## config.mk

```make
export PLATFORM = sky130hd
export DESIGN_NAME = rr_arbiter
export DESIGN_NICKNAME = d
export VERILOG_FILES = /design/src/rtl/rr_arbiter.sv
export SDC_FILE = /design/constraint.sdc
export NUM_CORES = 1
export LEC_CHECK = 0
export ABC_CLOCK_PERIOD_IN_PS = 1700
export CAP_MARGIN = 20
export CORE_MARGIN = 2
export CORE_UTILIZATION = 30
export CTS_CLUSTER_DIAMETER = 40
export DETAILED_ROUTE_END_ITERATION = 10
export GPL_ROUTABILITY_DRIVEN = 0
export GPL_TIMING_DRIVEN = 0
export HOLD_SLACK_MARGIN = 0.05
export REMOVE_ABC_BUFFERS = 1
export SETUP_SLACK_MARGIN = 0.02
export SLEW_MARGIN = 10
export SYNTH_ARGS = -nofsm -noshare
export SYNTH_HDL_FRONTEND = slang
export SYNTH_SLANG_ARGS = --single-unit
```

## constraint.sdc

```tcl
create_clock -name clk -period 1.7 [get_ports clk]
set_input_delay 0.17 -clock clk [delete_from_list [all_inputs] [get_ports clk]]
set_output_delay 0.17 -clock clk [all_outputs]
set_load 0.02 [all_outputs]
```

## src/rtl/rr_arbiter.sv

```systemverilog
// rtl/rr_arbiter.sv - round-robin arbiter with grant hold/release; optional hold timeout (RR_ARB_TIMEOUT_EN)
module rr_arbiter #(
    parameter int NUM_REQ  = 4,
    parameter int MAX_HOLD = 16
) (
    input  logic                       clk,
    input  logic                       rst,
    input  logic [NUM_REQ-1:0]         req,
    input  logic                       done,
    output logic [NUM_REQ-1:0]         gnt,
    output logic                       gnt_valid,
    output logic [$clog2(NUM_REQ)-1:0] gnt_id,
    output logic                       timeout
);
    localparam int IDW = $clog2(NUM_REQ);

    typedef enum logic {
        IDLE  = 1'b0,
        GRANT = 1'b1
    } state_t;

    state_t             state_q, state_d;
    logic [IDW-1:0]     ptr_q, ptr_d;
    logic [NUM_REQ-1:0] gnt_d;
    logic               gnt_valid_d;
    logic [IDW-1:0]     gnt_id_d;
    logic               timeout_d;

    logic               found;
    logic [IDW-1:0]     pick;
    logic [IDW:0]       sum;
    logic [IDW-1:0]     idx;
    logic               user_release;
    logic               limit_hit;
    logic [IDW-1:0]     next_ptr;

    // Scan from ptr upward with wrap; sum never exceeds 2*NUM_REQ-2 so one subtraction suffices.
    always_comb begin
        found = 1'b0;
        pick  = '0;
        sum   = '0;
        idx   = '0;
        for (int i = 0; i < NUM_REQ; i++) begin
            sum = {1'b0, ptr_q} + (IDW+1)'(i);
            if (sum >= (IDW+1)'(NUM_REQ)) begin
                sum = sum - (IDW+1)'(NUM_REQ);
            end
            idx = sum[IDW-1:0];
            if (!found && req[idx]) begin
                found = 1'b1;
                pick  = idx;
            end
        end
    end

    assign user_release = done || !req[gnt_id];
    assign next_ptr     = (gnt_id == IDW'(NUM_REQ-1)) ? '0 : gnt_id + 1'b1;

`ifdef RR_ARB_TIMEOUT_EN
    localparam int CW = $clog2(MAX_HOLD+1);
    logic [CW-1:0] hold_q, hold_d;

    assign limit_hit = (hold_q == CW'(MAX_HOLD-1));

    always_comb begin
        hold_d = '0;
        if (state_q == GRANT && !user_release && !limit_hit) begin
            hold_d = hold_q + 1'b1;
        end
    end

    always_ff @(posedge clk or posedge rst) begin
        if (rst) begin
            hold_q <= '0;
        end else begin
            hold_q <= hold_d;
        end
    end
`else
    logic unused_max_hold;
    assign unused_max_hold = (MAX_HOLD != 0);
    assign limit_hit       = 1'b0;
`endif

    always_comb begin
        state_d     = state_q;
        ptr_d       = ptr_q;
        gnt_d       = gnt;
        gnt_valid_d = gnt_valid;
        gnt_id_d    = gnt_id;
        timeout_d   = 1'b0;
        case (state_q)
            IDLE: begin
                if (found) begin
                    state_d     = GRANT;
                    gnt_d       = NUM_REQ'(1) << pick;
                    gnt_valid_d = 1'b1;
                    gnt_id_d    = pick;
                end
            end
            GRANT: begin
                if (user_release || limit_hit) begin
                    state_d     = IDLE;
                    ptr_d       = next_ptr;
                    gnt_d       = '0;
                    gnt_valid_d = 1'b0;
                    gnt_id_d    = '0;
                    // A normal release on the limit edge wins over the forced one.
                    timeout_d   = !user_release;
                end
            end
            default: begin
                state_d     = IDLE;
                gnt_d       = '0;
                gnt_valid_d = 1'b0;
                gnt_id_d    = '0;
            end
        endcase
    end

    always_ff @(posedge clk or posedge rst) begin
        if (rst) begin
            state_q   <= IDLE;
            ptr_q     <= '0;
            gnt       <= '0;
            gnt_valid <= 1'b0;
            gnt_id    <= '0;
            timeout   <= 1'b0;
        end else begin
            state_q   <= state_d;
            ptr_q     <= ptr_d;
            gnt       <= gnt_d;
            gnt_valid <= gnt_valid_d;
            gnt_id    <= gnt_id_d;
            timeout   <= timeout_d;
        end
    end
endmodule

```

==> reports/qor.yml <==
status: "complete, no violations"
cp-end-kind: "register"
skew_ps: 0.951
synth.top_cell.area_share_pct: 45.6
fin_crit_sh_pct: 91.8
ys_seq_elements: 10
synth_top_cell_by_area: "dfrtp_1"
wl_per_cell_um: 11.8
syn_area_sq_um: 549
drc: 0
cts_max_level: 1
dp_hpwl_um: 822
crit_required_ps: 1860
crit_path_start_kind: "register"
path_cells: "mux2i_1 > nor2_1 > or3_4 > o32ai_1"
via_count: 448
grt_overflow: 0
initialDrtViolationCount: 9
place_area_sq_um: 696
netlist_instances: 57
r2r_slack_ps: 140
cts_tree: "yes"
instances_no_fill: 96
core_sq_um: 1730
grt_antenna_before_repair: 0
drive_gt1_share_pct: 9.86
clock_path_buffers: 2
dp_slack_ps: -109
drv_slew: 0
top_layer: "met4"
seq_area_sq_um: 250
yosys_warnings: 0
fmax_mhz: 641
clkLatencyLatePin_ps: 270
grt_max_degree: 14
multi_input_area_sq_um: 274
peakVddDrop_v: 0.000761
p_leak_nw: 0.300
start_util_pct: 31.8
arrival_ps: 1720
cts_root_buffer: "clkbuf_4"
wl_met1_um: 574
crit_type: "register to register"
antenna_left: 0
critical_path_buf_inv_count: 0
wirelength_um: 1130
die_w_um: 46.8
syn_avg_cell_area_sq_um: 9.64
wl_met2_um: 458
n_antenna_cell: 0
grt_pass1_vias: 428
hold_viol: 0
grt_first_pass_wirelength_um: 1920
period_needed_ps: 1560
via_per_inst: 4.67
dieArea_sq_um: 2190
row_count: 15
stdcell_area_sq_um: 723
ys_top_cells_by_area: "dfrtp_1 46%, o32ai_1 6.4%, mux2i_1 5.5%"
fillers: 182
grt_usage_pct: 13.0
drt-pass1-iter-count: 3
worst_path_max_delay_cell: "dfrtp_1"
met3WireLength_um: 38
io_buffers: 13
setup_ws_ps: 139
synth_cell_type_count: 23
hold_buffers: 0
rsz0062_at_grt: "no"
drv_cap: 0
path_delay_family: "simple AND/OR/NAND/NOR gates"
critical-path-max-stage-delay_ps: 460
cts_buffers: 3
nNetsFinal: 81
cts.clk_slew.worst_paths_ps: 60
hold_ws_ps: 171
holdCritPathClass: "primary input to async pin"
dpl.cell_count: 93
path_max_fanout: 7
ys_seq_area_share_pct: 45.6
p_per_area_nw_per_um2: 1750
io_pins: 15
die_y_um: 46.8
synthToLayoutAreaGrowth_pct: 31.7
cts.sinks: 10
setup_viol: 0
-- per-layer routing --
layer | vias up | GRT usage (%)
met5 | - | 0
met4 | 0 | 13.3
met3 | 5 | 1.15
met2 | 12 | 18.1
met1 | 197 | 17.2
li1 | 234 | -
-- cells by family after synthesis --
| kind of cell | after synthesis | share of synthesized area (%) |
|---|---|---|
| AO/OA/AOI/OAI | 15 | 18.2 |
| adder cells (fa/ha/maj) | 1 | 2.28 |
| buffers and inverters | 6 | 5.47 |
| flip-flops | 10 | 45.6 |
| multiplexers | 5 | 9.57 |
| other | 1 | 0.683 |
| AND/OR/NAND/NOR | 19 | 18.2 |
-- final cells by class --
cell class                      count  area share (%)
Sequential cell                    10            34.6
Timing Repair Buffer               13            18.0
Clock buffer                        3            3.11
Multi-Input combinational cell     41            37.9
Tap cell                           25            4.33
Inverter                            4            2.08
-- layout by cell type, fill, tap and decap left out, drive strengths merged, types with 2 or more instances in the layout --
cell / Yosys / final
clkbuf: 0 / 3
dfrtp: 10 / 10
clkdlybuf4s50: 0 / 13
nand2b: 3 / 3
nor3: 2 / 2
o21ai: 3 / 3
inv: 4 / 4
nand2: 6 / 6
o22ai: 2 / 2
a21oi: 4 / 4
o32ai: 4 / 4
mux2: 2 / 2
nor2: 4 / 4
mux2i: 3 / 3
-- registers in the layout (all words and copies together) (netlist names) --
register and count:
gnt 4, gnt_id 2, gnt_valid 1, ptr_q 2, state_q 1
-- cells in the mapped netlist --
| cell | number |
|---|---|
| a21oi_1 | 4 |
| o21a_1 | 1 |
| nand2_1 | 6 |
| buf_4 | 2 |
| or2_4 | 1 |
| o22a_2 | 1 |
| o21ai_1 | 2 |
| mux2i_1 | 3 |
| o21ai_0 | 1 |
| dfrtp_1 | 10 |
| or3_4 | 1 |
| mux2_1 | 2 |
| nor3_1 | 2 |
| nor2_1 | 3 |
| nand3_1 | 1 |
| conb_1 | 1 |
| o32ai_1 | 4 |
| inv_1 | 4 |
| nor2_2 | 1 |
| nor4_1 | 1 |
| o22ai_1 | 2 |
| nand2b_1 | 3 |
| ha_1 | 1 |
-- path summary, 6_finish.rpt --
kind	start	to	cells past startpoint
max	ptr_q[1]$_DFFE_PP0P_	gnt[1]$_DFFE_PP0P_	4
min	rst	gnt[1]$_DFFE_PP0P_	2
max reg2reg	ptr_q[1]$_DFFE_PP0P_	gnt[1]$_DFFE_PP0P_	4
min reg2reg	state_q$_DFF_PP0_	state_q$_DFF_PP0_	2
max in group asynchronous	rst	gnt[3]$_DFFE_PP0P_	2
min in group clk	state_q$_DFF_PP0_	state_q$_DFF_PP0_	2
-- repair_timing --
action | in CTS | in global routing
endpoints found under the hold margin | 0 | 0
resized for setup | 0 | 1
setup endpoints to repair | 0 | 2
buffers inserted | 0 | 0
-- power by group --
group	switching, mW	internal, mW
registers	0.0949	0.348
logic	0.344	0.319
clock network	0.0785	0.0818
total	0.517	0.749
-- through the flow --
step | util, % | power, mW | setup TNS (ps)
final | 41.9 | 1.27 | 0
after global routing | 41.9 | 1.38 | 0
after CTS | 41.6 | 1.28 | 0
after detailed placement | 40.3 | 1.11 | -230
after global placement | 40.3 | 1.10 | -205
after floorplan | - | 0.857 | 0
Power figures use the tool's default switching activity.
